--- config.mk ---
export PLATFORM = sky130hd
export DESIGN_NAME = wb_icu80186
export DESIGN_NICKNAME = d
export VERILOG_FILES = /design/src/rtl/icu80186_pkg.sv /design/src/rtl/icu80186_prio_resolve.sv /design/src/rtl/wb_icu80186.sv
export SDC_FILE = /design/constraint.sdc
export NUM_CORES = 1
export LEC_CHECK = 0
export CORE_MARGIN = 4
export CORE_UTILIZATION = 30
export CTS_CLUSTER_DIAMETER = 100
export CTS_CLUSTER_SIZE = 28
export DETAILED_ROUTE_END_ITERATION = 8
export PLACE_DENSITY = 0.46
export SYNTH_ARGS = -nofsm -noshare
export SYNTH_HDL_FRONTEND = slang
export SYNTH_SLANG_ARGS = --single-unit
--- constraint.sdc ---
create_clock -name clk -period 14.6 [get_ports clk]
set_input_delay 4.38 -clock clk [delete_from_list [all_inputs] [get_ports clk]]
set_output_delay 4.38 -clock clk [all_outputs]
set_load 0.05 [all_outputs]
--- src/rtl/icu80186_pkg.sv ---
// Shared constants for the 80186-style interrupt control unit.
// Register offsets, source indices and control-register field positions.
package icu80186_pkg;

  localparam int NSRC   = 5;
  localparam int PR_W   = 3;
  localparam int TYPE_W = 5;
  localparam int DAT_W  = 16;
  localparam int ADR_W  = 4;

  localparam logic [ADR_W-1:0] OFF_EOI     = 4'h1;
  localparam logic [ADR_W-1:0] OFF_POLL    = 4'h2;
  localparam logic [ADR_W-1:0] OFF_POLLSTS = 4'h3;
  localparam logic [ADR_W-1:0] OFF_MASK    = 4'h4;
  localparam logic [ADR_W-1:0] OFF_PRIMSK  = 4'h5;
  localparam logic [ADR_W-1:0] OFF_INSERV  = 4'h6;
  localparam logic [ADR_W-1:0] OFF_REQST   = 4'h7;
  localparam logic [ADR_W-1:0] OFF_TCUCON  = 4'h9;
  localparam logic [ADR_W-1:0] OFF_I0CON   = 4'hC;
  localparam logic [ADR_W-1:0] OFF_I1CON   = 4'hD;
  localparam logic [ADR_W-1:0] OFF_I2CON   = 4'hE;
  localparam logic [ADR_W-1:0] OFF_I3CON   = 4'hF;

  localparam int SRC_TMR  = 0;
  localparam int SRC_INT0 = 1;
  localparam int SRC_INT1 = 2;
  localparam int SRC_INT2 = 3;
  localparam int SRC_INT3 = 4;

  localparam int CON_PR  = 0;
  localparam int CON_MSK = 3;
  localparam int CON_LTM = 4;

  localparam logic [DAT_W-1:0] CON_RST = 16'h000F;

  // Source vector <-> register bit map (bit0 TMR, bits 4..7 INT0..3)
  function automatic logic [DAT_W-1:0] src_map(input logic [NSRC-1:0] s);
    return {8'h00, s[SRC_INT3:SRC_INT0], 3'b000, s[SRC_TMR]};
  endfunction

  function automatic logic [NSRC-1:0] map_src(input logic [DAT_W-1:0] d);
    return {d[7:4], d[0]};
  endfunction

endpackage

--- src/rtl/icu80186_prio_resolve.sv ---
// Picks the lowest-PR valid source; ties resolve to the lowest index.
// Used for both the pending-request and the in-service sets.
module icu_prio_resolve
  import icu80186_pkg::*;
(
  input  logic [NSRC-1:0]      valid_i,
  input  logic [NSRC*PR_W-1:0] pr_i,
  output logic [NSRC-1:0]      win_o,
  output logic [PR_W-1:0]      pr_o,
  output logic                 any_o
);

  always_comb begin
    win_o = '0;
    pr_o  = '1;
    any_o = 1'b0;
    for (int i = 0; i < NSRC; i++) begin
      if (valid_i[i] &&
          (!any_o || pr_i[i*PR_W +: PR_W] < pr_o)) begin
        win_o    = '0;
        win_o[i] = 1'b1;
        pr_o     = pr_i[i*PR_W +: PR_W];
        any_o    = 1'b1;
      end
    end
  end

endmodule

--- src/rtl/wb_icu80186.sv ---
// 80186-compatible interrupt controller (master subset) on a Wishbone slave.
// Define ICU_POLL_EN to enable the POLL / POLLSTS registers.
module wb_icu80186
  import icu80186_pkg::*;
#(
  parameter int SYNC_STAGES = 2,
  parameter int TMR_TYPE    = 8,
  parameter int INT0_TYPE   = 12
) (
  input  logic        clk,
  input  logic        rst_b,
  input  logic [3:0]  wb_adr_i,
  input  logic [15:0] wb_dat_i,
  output logic [15:0] wb_dat_o,
  input  logic [1:0]  wb_sel_i,
  input  logic        wb_we_i,
  input  logic        wb_stb_i,
  input  logic        wb_cyc_i,
  output logic        wb_ack_o,
  input  logic [3:0]  int_i,
  input  logic        tmr_i,
  output logic        intr_o,
  input  logic        inta_i,
  output logic [7:0]  vector_o
);

  function automatic logic [7:0] src_type(input int i);
    return (i == SRC_TMR) ? 8'(TMR_TYPE) : 8'(INT0_TYPE + i - 1);
  endfunction

  logic [SYNC_STAGES-1:0][3:0] sync_q, sync_d;
  logic [3:0]                  lvl_q, lvl_d;
  logic [NSRC-1:0][PR_W-1:0]   pr_q, pr_d;
  logic [NSRC-1:0]             msk_q, msk_d;
  logic [3:0]                  ltm_q, ltm_d;
  logic [PR_W-1:0]             primsk_q, primsk_d;
  logic [NSRC-1:0]             reqst_q, reqst_d;
  logic [NSRC-1:0]             inserv_q, inserv_d;
  logic                        intr_q, intr_d;
  logic [7:0]                  vec_q, vec_d;
  logic                        ack_q, ack_d;
  logic [15:0]                 dat_q, dat_d;
  logic                        inta_q, inta_d;

  logic [3:0]      int_s, int_rise;
  logic [NSRC-1:0] elig, win, is_win, eoi_sp;
  logic [PR_W-1:0] rq_pr, is_pr;
  logic            rq_any, is_any, win_ok;
  logic [7:0]      win_vec;
  logic            acc, wr, rd, inta_rise, poll_evt, ack_evt;
  logic            eoi_wr, eoi_ns;
  logic [15:0]     rdata;
  logic [2:0]      ci;

  assign int_s    = sync_q[SYNC_STAGES-1];
  assign int_rise = int_s & ~lvl_q;

  icu_prio_resolve u_is (
    .valid_i (inserv_q),
    .pr_i    (pr_q),
    .win_o   (is_win),
    .pr_o    (is_pr),
    .any_o   (is_any)
  );

  always_comb begin
    elig = '0;
    for (int i = 0; i < NSRC; i++) begin
      elig[i] = reqst_q[i] & ~msk_q[i] & (pr_q[i] <= primsk_q) &
                (~is_any | (pr_q[i] < is_pr));
    end
  end

  icu_prio_resolve u_rq (
    .valid_i (elig),
    .pr_i    (pr_q),
    .win_o   (win),
    .pr_o    (rq_pr),
    .any_o   (rq_any)
  );

  assign win_ok = rq_any & (~is_any | (rq_pr < is_pr));

  always_comb begin
    win_vec = '0;
    eoi_sp  = '0;
    for (int i = 0; i < NSRC; i++) begin
      if (win[i]) win_vec = src_type(i);
      eoi_sp[i] = ({3'b000, wb_dat_i[4:0]} == src_type(i));
    end
  end

  assign acc       = wb_stb_i & wb_cyc_i & ~ack_q;
  assign wr        = acc & wb_we_i;
  assign rd        = acc & ~wb_we_i;
  assign inta_rise = inta_i & ~inta_q;
`ifdef ICU_POLL_EN
  assign poll_evt  = rd & (wb_adr_i == OFF_POLL);
`else
  assign poll_evt  = 1'b0;
`endif
  assign ack_evt   = (inta_rise | poll_evt) & win_ok;
  assign eoi_wr    = wr & (wb_adr_i == OFF_EOI);
  assign eoi_ns    = wb_sel_i[1] & wb_dat_i[15];
  assign ci        = {1'b0, wb_adr_i[1:0]} + 3'd1;

  always_comb begin
    rdata = '0;
    case (wb_adr_i)
`ifdef ICU_POLL_EN
      OFF_POLL,
      OFF_POLLSTS: rdata = {win_ok, 10'b0, win_vec[TYPE_W-1:0]};
`endif
      OFF_MASK:    rdata = src_map(msk_q);
      OFF_PRIMSK:  rdata = {13'b0, primsk_q};
      OFF_INSERV:  rdata = src_map(inserv_q);
      OFF_REQST:   rdata = src_map(reqst_q);
      OFF_TCUCON:  rdata = {12'b0, msk_q[SRC_TMR], pr_q[SRC_TMR]};
      OFF_I0CON, OFF_I1CON, OFF_I2CON, OFF_I3CON:
        rdata = {11'b0, ltm_q[wb_adr_i[1:0]], msk_q[ci], pr_q[ci]};
      default:     rdata = '0;
    endcase
  end

  always_comb begin
    pr_d     = pr_q;
    msk_d    = msk_q;
    ltm_d    = ltm_q;
    primsk_d = primsk_q;
    if (wr && wb_sel_i[0]) begin
      case (wb_adr_i)
        OFF_MASK:   msk_d = map_src(wb_dat_i);
        OFF_PRIMSK: primsk_d = wb_dat_i[2:0];
        OFF_TCUCON: begin
          pr_d[SRC_TMR]  = wb_dat_i[CON_PR +: PR_W];
          msk_d[SRC_TMR] = wb_dat_i[CON_MSK];
        end
        OFF_I0CON, OFF_I1CON, OFF_I2CON, OFF_I3CON: begin
          pr_d[ci]               = wb_dat_i[CON_PR +: PR_W];
          msk_d[ci]              = wb_dat_i[CON_MSK];
          ltm_d[wb_adr_i[1:0]]   = wb_dat_i[CON_LTM];
        end
        default: ;
      endcase
    end
  end

  always_comb begin
    sync_d[0] = int_i;
    for (int s = 1; s < SYNC_STAGES; s++) sync_d[s] = sync_q[s-1];
    lvl_d = int_s;

    reqst_d = reqst_q;
    if (wr && wb_sel_i[0] && wb_adr_i == OFF_REQST)
      reqst_d = map_src(wb_dat_i);
    if (ack_evt) reqst_d = reqst_d & ~(win & {~ltm_q, 1'b1});
    // Set events applied last so they beat any same-cycle clear
    reqst_d = reqst_d | {int_rise & ~ltm_q, tmr_i};
    for (int n = 0; n < 4; n++)
      if (ltm_q[n]) reqst_d[n+1] = int_s[n];

    inserv_d = inserv_q;
    if (ack_evt) inserv_d = inserv_d | win;
    if (eoi_wr) begin
      if (eoi_ns)
        inserv_d = inserv_d & ~(ack_evt ? win : is_win);
      else if (wb_sel_i[0])
        inserv_d = inserv_d & ~eoi_sp;
    end

    intr_d = win_ok & ~inta_i;
    vec_d  = vec_q;
    if (!inta_i) begin
      if (win_ok) vec_d = win_vec;
    end else if (inta_rise) begin
      vec_d = win_ok ? win_vec : 8'h0F;
    end

    inta_d = inta_i;
    ack_d  = acc;
    dat_d  = rd ? rdata : 16'h0000;
  end

  always_ff @(posedge clk) begin
    if (!rst_b) begin
      sync_q   <= '0;
      lvl_q    <= '0;
      pr_q     <= '1;
      msk_q    <= '1;
      ltm_q    <= '0;
      primsk_q <= '1;
      reqst_q  <= '0;
      inserv_q <= '0;
      intr_q   <= 1'b0;
      vec_q    <= '0;
      ack_q    <= 1'b0;
      dat_q    <= '0;
      inta_q   <= 1'b0;
    end else begin
      sync_q   <= sync_d;
      lvl_q    <= lvl_d;
      pr_q     <= pr_d;
      msk_q    <= msk_d;
      ltm_q    <= ltm_d;
      primsk_q <= primsk_d;
      reqst_q  <= reqst_d;
      inserv_q <= inserv_d;
      intr_q   <= intr_d;
      vec_q    <= vec_d;
      ack_q    <= ack_d;
      dat_q    <= dat_d;
      inta_q   <= inta_d;
    end
  end

  assign wb_dat_o = dat_q;
  assign wb_ack_o = ack_q;
  assign intr_o   = intr_q;
  assign vector_o = vec_q;

endmodule

* Yosys cells after proc, flatten, opt, wreduce, memory -nomap -nowiden
Index checks and enable logic that the tools add are counted.
Storage, ports and cells: bits of input ports 33, output and inout bits 26, logic and storage cells 222, bits in registers 76, memories 0, bits in latches 0, memory bits (read-only) 0, bits in writable memories 0
Cells by class: multipliers 0, magnitude comparators 23, shift-type cells 0, reduce and logical (&&, ||, !) cells 40, eq/ne operators 16, bitwise logic cells 54, div/mod/pow operators 0, multiplexer cells 69, $add $sub $neg 1
Operator list (count):
- $mux W5 | 15
- $mux W8 | 8
- $pmux W8 S6 | 1
- $lt A3 B3 Y1 | 14
- $mux W3 | 12
- $and A1 B1 Y1 | 25
- $eq A5 B4 Y1 const B | 5
- $and A5 B5 Y5 | 4
- $eq A4 B4 Y1 const B | 5
- $mux W1 | 20
- $eq A4 B3 Y1 const B | 4
- $bwmux W15 | 1
- $le A3 B3 Y1 | 5
- $not A5 Y5 | 3
- $reduce_and A2 Y1 | 7
- $logic_and A1 B1 Y1 | 12
- $not A1 Y1 | 10
- $or A5 B5 Y5 | 2
- $bmux W3 S3 | 1
- $demux W3 S3 | 1
- $and A4 B4 Y4 | 2
- $logic_not A1 Y1 | 8
- $logic_or A1 B1 Y1 | 8
- $not A4 Y4 | 2
- other kinds (21) | 28

* Depth between registers and ports, before layout
Gate-level depths: netlist (run 1).
depth in word-level cells 46, mapped depth 70, gate-level depth less buffers 69

* Modules after synthesis
Synthesis (run 1) repeated with hierarchy kept, for this count alone.
Second synthesis, totals: cells, all modules 590, area, all modules 4875.9 µm²
Modules (own cells, without submodules):
- wb_icu80186 | sequential area each 1281.2 µm², times used 1, cells each 422, area an instance 3694.8 µm²
- icu_prio_resolve | sequential area each 0.0 µm², times used 2, cells each 84, area an instance 590.6 µm²

* Least setup slack after synthesis (run 1)
Ideal clock, no wire load.
path kind reg2reg, from register inserv_q[0], to register inserv_q[0], arrival time 11.991 ns, path buffers 1, period minus slack after synthesis 12.122 ns, library setup time 0.130 ns, required time 14.470 ns, cell stages (with the launch flop) 66, setup slack 2.478 ns, path through dfxtp_1 -> inv_1 -> nor2_1 -> ha_1 -> and3b_4 -> o32a_1 -> o21ai_0 -> nand2_1 -> o21ai_0 -> inv_1 -> ha_1 -> o22ai_1 -> nand2_1 -> o21ai_0 -> nand2_1 -> o21ai_0 -> inv_1 -> ha_1 -> (+30 left out) -> ha_1 -> a21oi_1 -> nand3_1 -> a21boi_0 -> and2_1 -> clkbuf_1 -> mux2i_1 -> ha_1 -> a2111o_1 -> nand2_1 -> o21a_1 -> o21ai_0 -> ha_1 -> o21ai_0 -> a22oi_4 -> nor4_1 -> mux2i_1 -> a211oi_1
On the way: cells in the longest elaborated chain, start to end 46, elaborated cells on any way between the ends 91, classes of those cells order compare (14); mux (35); bitwise (18); reduce/logical (24)
RTL lines:
- from (decl) | RTL line wb_icu80186.sv:38 | logic [NSRC-1:0] inserv_q, inserv_d;
- from (signal assigned) | RTL line wb_icu80186.sv:207 | inserv_q <= inserv_d;
- $mux W3 / $mux W1 (equally long branches) | RTL line icu80186_prio_resolve.sv:18 | if (valid_i[i] &&
- $lt A3 B3 Y1 / $logic_not A1 Y1 (equally long branches) | RTL line icu80186_prio_resolve.sv:19 | (!any_o || pr_i[i*PR_W +: PR_W] < pr_o)) begin
- $logic_or A1 B1 Y1 | RTL line icu80186_prio_resolve.sv:19
- $logic_and A1 B1 Y1 | RTL line icu80186_prio_resolve.sv:18
- $mux W3 / $mux W1 (equally long branches) | RTL line icu80186_prio_resolve.sv:18
- $lt A3 B3 Y1 / $logic_not A1 Y1 (equally long branches) | RTL line icu80186_prio_resolve.sv:19
- $logic_or A1 B1 Y1 | RTL line icu80186_prio_resolve.sv:19
- $logic_and A1 B1 Y1 | RTL line icu80186_prio_resolve.sv:18
- (+30 left out)
- $or A1 B1 Y1 | RTL line wb_icu80186.sv:82 | assign win_ok = rq_any & (~is_any | (rq_pr < is_pr));
- $and A1 B1 Y1 | RTL line wb_icu80186.sv:82
- $and A1 B1 Y1 | RTL line wb_icu80186.sv:102 | assign ack_evt = (inta_rise | poll_evt) & win_ok;
- $mux W5 (on tied branches) | RTL line wb_icu80186.sv:163, wb_icu80186.sv:166
- $and A5 B5 Y5 / $not A5 Y5 (equally long branches) | RTL line wb_icu80186.sv:168, wb_icu80186.sv:166
- $mux W5 / $and A5 B5 Y5 (equally long branches) | RTL line wb_icu80186.sv:167, wb_icu80186.sv:166
- $mux W5 | RTL line wb_icu80186.sv:165 | if (eoi_ns)
- $mux W5 * | RTL line wb_icu80186.sv:164 | if (eoi_wr) begin
Every way passes the cells marked *; elsewhere a longest branch is shown, timed or not. A chain may end at the register's enable or synchronous reset.

* Worst setup path after layout (run 1)
from register inserv_q[0], to register inserv_q[1]
The elaborated chain is that of the path after synthesis.

==> metrics.txt, run 1 <==
Area growth syn-to-layout 18.03%; dpl ws roughly 0.64 ns; FF/Latch Area roughly 1300 µm²; share of layout cells above drive strength 1 0.09466; dpl hpwl 12960 µm; DRC Markers 0; critical path type flop to flop; largest net degree at the start of global routing 45; fmax between 70 and 80 MHz; placed instance area 5530 µm²; GP Congestion roughly 0.93; Top FF cell, synth dfxtp_1; row count 46; area leader, netlist dfxtp_1; top cells by area, synth dfxtp_1 26%, ha_1 9.3%, nand2_1 5.1%; RSZ-0062 raised after global routing no; IO buf count 39; max-slew violation count 0; CTS buffer count 9; count of unique library cells instantiated by Yosys approximately 80; number of global-route vias before repair 4888; Worst path most repeated cell ha_1; die height ~140 µm; DP Cell Count around 860; CTS Root Cell clkbuf_16; Synth top area share 0.2578; Critical Path Fanout Max 8; FF-to-FF path depth 64; min Tclk post-route between 10 and 15 ns; gr usage total 0.1882; Pwr Total 0.4497 mW; Final period util 0.9267; CP arrival about 14 ns; DRT Wirelength approximately 17000 µm; Worst Setup Slack, final between 1 and 1.5 ns; Post-DRT Antenna Nets 0; end of the worst register-to-register path inserv_q[1]; CP max stage delay 0.52 ns; PD cells roughly 77 nW/µm²; hold path startpoint sync_d[6]; cells after synthesis 622; final std cells w/o fill approximately 870; routed len/inst approximately 20 µm; Core ar. ~16000 µm²; max cap viols 0; outcome finished, final reports clean; CTS sink count 64; final worst clock skew 0.007537 ns; hold slack ~0.43 ns; Hold Path Depth 1; area occupied by multi-input gates 3410 µm²; HP Class flop to flop; CTS H-tree lvls 3; worst path required time ~15 ns; final core occ 0.3653; number of warnings issued by yosys 0; startpoint types flop; # setup viols final 0; syn_area_per_cell between 7 and 8 µm²; # diodes 0; hold path endpoint int_s[2]; Die Area between 15000 and 20000 µm²; Detailed Route Iter0 Violations approximately 470; CTS tree built; Post-synth EDFFs 0; Worst-Skew Late Latency 0.33 ns; delay-heaviest family, CP compound AO/OA/AOI/OAI gates; relative slew slack 0.4232; Nets 720; Yosys reg bits 64; reg2reg setup slack around 1.1 ns; Via density between 5 and 6; area of the mapped netlist around 5000 µm²; share of async-settable or async-resettable flops after synthesis 0; Setup Total Neg Slack 0 ns; WP buf/inv 6; Crit. End Element flop; slowest CP cell o31ai_2; first-pass GRT wire length between 20000 and 30000 µm; worst-margin pin slew 0.8620 ns; vias approximately 4900; Worst IR Drop VDD 0.00006886 V; drt pass-1 iters 7; Final Cell Area a little under 6000 µm²; aggregate global routing overflow 0; Lkg Pwr 2.386 nW; die extent in x roughly 140 µm; Ports slightly below 60; Initial Utilization 0.3095; clock buffer depth 2; final hold violation count 0; r2r startpoint inserv_q[0]; initial antenna violation count 0; Fill cells roughly 1700; Worst-path clk slew around 0.060 ns; Seq/Total Area, Yosys 0.2578
-- report_power, final --
group / internal [mW] / total (mW) / switching, mW
sequential: 0.178 / 0.181 / 0.00253
combinational: 0.0168 / 0.0467 / 0.0298
clock: 0.137 / 0.222 / 0.0847
-- placed cells by master (no fill, tap or decap), types with 4 or more instances in the layout --
master,n
nor2b_1,7
o211ai_1,18
a222oi_1,7
conb_1,12
mux2i_1,14
clkdlybuf4s50_1,39
nand3_1,27
and2_1,19
o21ai_0,32
or3_1,4
a21oi_1,37
ha_1,37
mux4_2,5
or2_2,5
nor3_1,11
o221a_2,5
a21o_1,6
nand2_1,68
inv_1,37
nand2b_1,7
buf_4,9
clkbuf_16,9
a31oi_1,10
o41ai_1,5
o31ai_1,4
nor2_1,48
o21a_1,12
nor4_1,4
dfxtp_1,63
-- cell families (layout without fill, tap and decap cells) --
logic type / after synthesis / count (layout) / synth area share
simple gates: 232 / 232 / 0.2374
compound gates: 187 / 187 / 0.2830
buf+inv: 79 / 101 / 0.06999
flops: 64 / 64 / 0.2578
fa+ha+maj: 39 / 39 / 0.09718
mux: 20 / 20 / 0.05388
other cells: 1 / 12 / 0.0007546
-- sequential cells by signal (all words and copies together), names as in the netlist --
register	cells
sync_d	4
pr_q	15
inserv_q	5
inta_q	1
primsk_q	3
msk_q	5
int_s	4
ltm_q	4
lvl_q	4
vector_o	4
wb_ack_o	1
wb_dat_o	8
reqst_q	5
intr_o	1
-- worst register-to-register path: cells and delay by family, from the launching register on --
kind	cells	cell delay (ns)
multiplexers	4	0.98
adder cells (fa/ha/maj)	10	2.76
AO/OA/AOI/OAI	25	5.39
flip-flops	1	0.32
buffers and inverters	6	0.47
AND/OR/NAND/NOR	19	3.45
-- cell usage after synthesis (6+ instances only) --
library cell / count
clkbuf_1: 27
a31oi_1: 10
o211ai_1: 18
inv_1: 37
o21ai_0: 33
nand2_1: 68
nor3_1: 12
o21a_1: 12
nand3_1: 27
nor2_1: 48
a21o_1: 6
nand2b_1: 7
a21oi_1: 37
mux2i_1: 14
and2_1: 19
buf_4: 13
ha_1: 37
dfxtp_1: 64
o41ai_1: 6
a222oi_1: 7
nor2b_1: 7
-- routing by layer --
metal  GRT usage  part of all wire  vias up
met4     0.08231             0.034        0
met5           0                 0        -
li1            -                 -     2351
met3     0.02243             0.048       43
met1      0.2453              0.44     2331
met2      0.3124              0.48      184
-- how the worst max path moves through the flow --
stage                startpoint          end  slack [ns]  depth (start not counted)
finish              inserv_q[0]  inserv_q[1]        1.07                         64
global route        inserv_q[0]  inserv_q[0]       0.008                         67
CTS                     pr_q[5]  inserv_q[0]        0.58                         64
detailed placement      pr_q[5]  inserv_q[0]        0.64                         65
global placement        pr_q[5]  inserv_q[0]        0.80                         62
floorplan           inserv_q[0]  inserv_q[0]        2.48                         65
-- area by class of cell --
type / instances / share of cell area
inverter: 37 / 0.02368
timing repair buffer: 48 / 0.07807
multi-input combinational: 490 / 0.5813
tap: 216 / 0.04608
clock buffer: 10 / 0.04074
clock inverter: 6 / 0.01152
sequential: 64 / 0.2186
-- what timing repair did --
action | in CTS | in global routing
setup buffers | 0 | 0
resized for setup | 0 | 8
hold buffers | 0 | 0
endpoints found under the setup margin | 0 | 14
Power figures use the tool's default switching activity.
==> inputs of run 2 (changes only) <==
--- a/config.mk
+++ b/config.mk
@@ -5,12 +5,16 @@
 export SDC_FILE = /design/constraint.sdc
 export NUM_CORES = 1
 export LEC_CHECK = 0
+export CELL_PAD_IN_SITES_DETAIL_PLACEMENT = 1
+export CELL_PAD_IN_SITES_GLOBAL_PLACEMENT = 1
 export CORE_MARGIN = 4
 export CORE_UTILIZATION = 30
 export CTS_CLUSTER_DIAMETER = 100
 export CTS_CLUSTER_SIZE = 28
 export DETAILED_ROUTE_END_ITERATION = 8
-export PLACE_DENSITY = 0.46
+export PLACE_DENSITY = 0.59
+export SETUP_SLACK_MARGIN = 0.1
+export SLEW_MARGIN = 40
 export SYNTH_ARGS = -nofsm -noshare
 export SYNTH_HDL_FRONTEND = slang
 export SYNTH_SLANG_ARGS = --single-unit
==> run 2 against run 1 <==
  * Wire length is 6.2% higher
  * Sequential share of layout area is 0.37 points lower
  * Sequential cell count is the same
  * Critical endpoint is now inserv_q[0]
  * Largest power group unchanged
==> metrics.txt, run 2 (synthesis gave the netlist of run 1 again) <==
Via density 5.681 (was 5.636); most flop-heavy register pr_q (unchanged); initial antenna violation count 0 (unchanged); Fill cells 1931 (was 1677); IO buf count 39 (unchanged); drt pass-1 iters 5 (was 7); Die Area 18690 µm² (unchanged); critical path type flop to flop (unchanged); max cap viols 0 (unchanged); Final Cell Area 5966 µm² (was 5866 µm²); Ports 59 (unchanged); die extent in x 136.7 µm (unchanged); Setup Total Neg Slack 0 ns (unchanged); DRT Wirelength 18180 µm (was 17120 µm); placed instance area 5600 µm² (was 5530 µm²); worst-margin pin slew 0.8004 ns (was 0.8620 ns); # diodes 0 (unchanged); hold slack 0.4386 ns (was 0.4318 ns); CTS buffer count 9 (unchanged); CTS Root Cell clkbuf_16 (unchanged); relative slew slack 0.4589 (was 0.4232); final hold violation count 0 (unchanged); vias 5005 (was 4909); Worst-Skew Late Latency 0.34 ns (was 0.33 ns); RSZ-0062 raised after global routing no (unchanged); Critical Path Fanout Max 6 (was 8); aggregate global routing overflow 0 (unchanged); area occupied by multi-input gates 3438 µm² (was 3410 µm²); CTS H-tree lvls 3 (unchanged); CP arrival 13.53 ns (was 13.74 ns); Worst path most repeated cell ha_1 (unchanged); startpoint types flop (unchanged); Area growth syn-to-layout 20.04% (was 18.03%); Post-DRT Antenna Nets 0 (unchanged); worst path required time 14.79 ns (was 14.81 ns); GP Congestion 0.8582 (was 0.9330); routed len/inst 20.64 µm (was 19.66 µm); Pwr Total 0.4483 mW (was 0.4497 mW); Largest register FFs 15 (unchanged); largest net degree at the start of global routing 45 (unchanged); Crit. End Element flop (unchanged); most common cell after layout, fill and taps aside nand2_1 (unchanged); HP Class flop to flop (unchanged); Lkg Pwr 2.444 nW (was 2.386 nW); Core ar. 16060 µm² (unchanged); slowest CP cell o32a_1 (was o31ai_2); PD cells 75.15 nW/µm² (was 76.66 nW/µm²); row count 46 (unchanged); Final period util 0.9137 (was 0.9267); first-pass GRT wire length 28800 µm (was 26990 µm); DRC Markers 0 (unchanged); gr usage total 0.1992 (was 0.1882); min Tclk post-route 13.34 ns (was 13.53 ns); Initial Utilization 0.3095 (unchanged); FF/Latch Area 1282 µm² (unchanged); Detailed Route Iter0 Violations 376 (was 468); CP max stage delay 0.44 ns (was 0.52 ns); Worst IR Drop VDD 0.00006904 V (was 0.00006886 V); number of global-route vias before repair 5098 (was 4888); max-slew violation count 0 (unchanged); CTS tree built (unchanged); # setup viols final 0 (unchanged); commonest cells after routing, fill and taps aside 68 x nand2_1, 63 x dfxtp_1, 47 x nor2_1, 39 x clkdlybuf4s50_1 (was 68 x nand2_1, 63 x dfxtp_1, 48 x nor2_1, 39 x clkdlybuf4s50_1); dpl hpwl 14230 µm (was 12960 µm); fmax 74.97 MHz (was 73.91 MHz); clock buffer depth 2 (unchanged); outcome finished, final reports clean (unchanged); Worst-path clk slew 0.06 ns (about the same); share of layout cells above drive strength 1 0.1158 (was 0.09466); final worst clock skew 0.01009 ns (was 0.007537 ns); CTS sink count 64 (unchanged); Nets 730 (was 720); die height 136.7 µm (unchanged)
==> run 2: metrics by stage <==
stage               instances  worst slack [ns]  utilization
global placement          864            0.7676       0.3486
detailed placement        864            0.5548       0.3488
floorplan                 633             2.478            -
global route              881           0.08976       0.3715
CTS                       880            0.4437       0.3676
finish                    881             1.261       0.3715
==> run 2: metal layers <==
metal | global-route usage | up-vias | wire length [µm]
li1 | - | 2358 | -
met1 | 0.2658 | 2508 | 8463
met2 | 0.3302 | 109 | 8545
met3 | 0.02831 | 30 | 685
met4 | 0.06607 | 0 | 489
met5 | 0 | - | 0
==> run 2: critical path, delay by kind of cell (launching register included) <==
kind	cells	cell delay (ns)
buffers and inverters	10	1.10
adder cells (fa/ha/maj)	10	2.80
multiplexers	2	0.46
AND/OR/NAND/NOR	20	3.24
flip-flops	1	0.33
AO/OA/AOI/OAI	30	5.25
==> run 2: what timing repair did <==
action,4_1_cts,5_1_grt
hold endpoints to repair,0,0
gates resized for setup,0,14
hold buffers,0,0
setup endpoints to repair,0,15
setup buffers,0,1
==> run 2: report_power, final <==
part           switching (mW)  internal [mW]
Combinational          0.0303         0.0169
Sequential            0.00270          0.178
Clock                  0.0864          0.134
Total                   0.119          0.329
==> run 2: final cells by class <==
class | instances | share of cell area
multi-input combinational | 490 | 0.5763
sequential | 64 | 0.2150
timing repair buffer | 58 | 0.08935
tap | 216 | 0.04530
clock buffer | 9 | 0.03775
inverter | 37 | 0.02328
clock inverter | 7 | 0.01300
==> run 2: path summary, 6_finish.rpt <==
path / from / to / slack [ns] / cells after the start
worst max-delay path: inserv_q[0] / inserv_q[0] / 1.26 / 72
worst min-delay path: sync_d[7] / int_s[3] / 0.44 / 1
worst max register to register: inserv_q[0] / inserv_q[0] / 1.26 / 72
worst min register to register: sync_d[7] / int_s[3] / 0.44 / 1
==> inputs of run 3 (changes only) <==
--- a/config.mk
+++ b/config.mk
@@ -5,6 +5,7 @@
 export SDC_FILE = /design/constraint.sdc
 export NUM_CORES = 1
 export LEC_CHECK = 0
+export ABC_AREA = 0
 export CELL_PAD_IN_SITES_DETAIL_PLACEMENT = 1
 export CELL_PAD_IN_SITES_GLOBAL_PLACEMENT = 1
 export CORE_MARGIN = 4
@@ -12,6 +13,7 @@
 export CTS_CLUSTER_DIAMETER = 100
 export CTS_CLUSTER_SIZE = 28
 export DETAILED_ROUTE_END_ITERATION = 8
+export HOLD_SLACK_MARGIN = 0.02
 export PLACE_DENSITY = 0.59
 export SETUP_SLACK_MARGIN = 0.1
 export SLEW_MARGIN = 40
==> constraint.sdc (replaced) <==
create_clock -name clk -period 15.86 [get_ports clk]
set_input_delay 4.758 -clock clk [delete_from_list [all_inputs] [get_ports clk]]
set_output_delay 4.758 -clock clk [all_outputs]
set_load 0.05 [all_outputs]
==> run 3 against run 2 <==
  * Final area down 2.4%
  * Critical path depth down 8
  * Non-clock buffer count down 17
  * Critical path type unchanged
==> metrics.txt, run 3 (synthesis gave the netlist of run 1 again) <==
outcome finished, final reports clean (unchanged); aggregate global routing overflow 0 (unchanged); CP Depth 64 (was 72); Via density 5.649 (was 5.681); DRC Markers 0 (unchanged); GP Congestion 0.8726 (was 0.8582); Worst-Skew Late Latency 0.34 ns (about the same); Nets 713 (was 730); RSZ-0062 raised after global routing no (unchanged); # setup viols final 0 (unchanged); CP arrival 14.80 ns (was 13.53 ns); PD cells 70.96 nW/µm² (was 75.15 nW/µm²); # diodes 0 (unchanged); Hold Path Depth 1 (unchanged); cts-stage hold buffer count 0 (unchanged); Die Area 18690 µm² (unchanged); IO buf count 39 (unchanged); Initial Utilization 0.3095 (unchanged); CTS buffer count 9 (unchanged); clock buffer depth 2 (unchanged); CTS Root Cell clkbuf_16 (unchanged); FF-to-FF path depth 64 (was 72); routed len/inst 20.93 µm (was 20.64 µm); max cap viols 0 (unchanged); vias 4881 (was 5005); CTS H-tree lvls 3 (unchanged); dpl hpwl 14170 µm (was 14230 µm); number of global-route vias before repair 5056 (was 5098); WP buf/inv 5 (was 10); final worst clock skew 0.01033 ns (was 0.01009 ns); Crit. End Element flop (unchanged); Setup Total Neg Slack 0 ns (unchanged); Lkg Pwr 2.347 nW (was 2.444 nW); cts repair resizes 0 (unchanged); share of layout cells above drive strength 1 0.08488 (was 0.1158); Pwr Total 0.4133 mW (was 0.4483 mW); relative slew slack 0.4640 (was 0.4589); CTS sink count 64 (unchanged); Worst path most repeated cell ha_1 (unchanged); Worst IR Drop VDD 0.00006482 V (was 0.00006904 V); most common cell after layout, fill and taps aside nand2_1 (unchanged); dpl ws 0.7300 ns (was 0.5548 ns); Detailed Route Iter0 Violations 376 (unchanged); Post-CTS Setup Bufs 0 (unchanged); Ports 59 (unchanged); row count 46 (unchanged); Final period util 0.9214 (was 0.9137); most flop-heavy register pr_q (unchanged); final core occ 0.3627 (was 0.3715); min Tclk post-route 14.61 ns (was 13.34 ns); Worst Setup Slack, final 1.247 ns (was 1.261 ns); startpoint types flop (unchanged); die extent in x 136.7 µm (unchanged); initial antenna violation count 0 (unchanged); largest net degree at the start of global routing 45 (unchanged); die height 136.7 µm (unchanged); worst path required time 16.05 ns (was 14.79 ns); DRT Wirelength 18080 µm (was 18180 µm); Critical Path Fanout Max 8 (was 6); Area growth syn-to-layout 17.20% (was 20.04%); Post-DRT Antenna Nets 0 (unchanged); max-slew violation count 0 (unchanged); Largest register FFs 15 (unchanged); worst-margin pin slew 0.7928 ns (was 0.8004 ns); critical path type flop to flop (unchanged); delay-heaviest family, CP compound AO/OA/AOI/OAI gates (unchanged); slowest CP cell dfxtp_1 (was o32a_1); HP Class flop to flop (unchanged); commonest cells after routing, fill and taps aside 68 x nand2_1, 63 x dfxtp_1, 47 x nor2_1, 39 x clkdlybuf4s50_1 (unchanged); drt pass-1 iters 5 (unchanged); final hold violation count 0 (unchanged); first-pass GRT wire length 28710 µm (was 28800 µm); Worst-path clk slew 0.06 ns (about the same); Core ar. 16060 µm² (unchanged); fmax 68.43 MHz (was 74.97 MHz); gr usage total 0.1989 (was 0.1992); CP max stage delay 0.59 ns (was 0.44 ns); CTS tree built (unchanged)
[run 3: cell types whose count changed in the layout (fill, tap and decap cells not counted), sizes merged]
cell and change:
clkbuf +1, inv -2, buf -17, clkinv +1
[run 3: path summary, 6_finish.rpt]
kind         slack, ns       from     endpoint
max               1.25    pr_q[5]  inserv_q[1]
min               0.43  sync_d[5]     int_s[1]
max reg2reg       1.25    pr_q[5]  inserv_q[1]
min reg2reg       0.43  sync_d[5]     int_s[1]
[run 3: layout make-up]
class / count / area (µm²)
clock buffer: 10 / 239.0
clock inverter: 6 / 68.82
fill: 1917 / 10230
inverter: 37 / 138.9
multi-input combinational: 490 / 3420
sequential: 64 / 1282
tap: 216 / 270.3
timing repair buffer: 41 / 405.4
[run 3: worst register-to-register path: cells and delay by family (launching register included)]
family	cells	cell delay, ns
mux	4	0.99
compound gates	28	6.10
flops	1	0.59
fa+ha+maj	10	2.91
simple gates	17	3.44
buf+inv	5	0.44
[run 3: routing by layer]
metal	global-route usage	vias to the layer above	share of wire
li1	-	2322	-
met1	0.2631	2410	0.46
met2	0.3363	124	0.48
met3	0.03199	25	0.045
met4	0.05319	0	0.017
met5	0	-	0
[run 3: per-stage QoR]
| stage | hold slack (ns) | cells | area [µm²] |
|---|---|---|---|
| floorplan | 0.4119 | 633 | 5011 |
| global placement | 0.4150 | 848 | 5478 |
| detailed placement | 0.4225 | 848 | 5480 |
| CTS | 0.4350 | 864 | 5788 |
| global route | 0.4555 | 864 | 5824 |
| finish | 0.4310 | 864 | 5824 |
[run 3: power by group]
group	total (mW)	switching [mW]	leakage, nW	internal, mW
logic	0.0431	0.0276	1.68	0.0155
clock network	0.203	0.0770	0.149	0.126
registers	0.167	0.00247	0.521	0.164
total	0.413	0.107	2.35	0.306
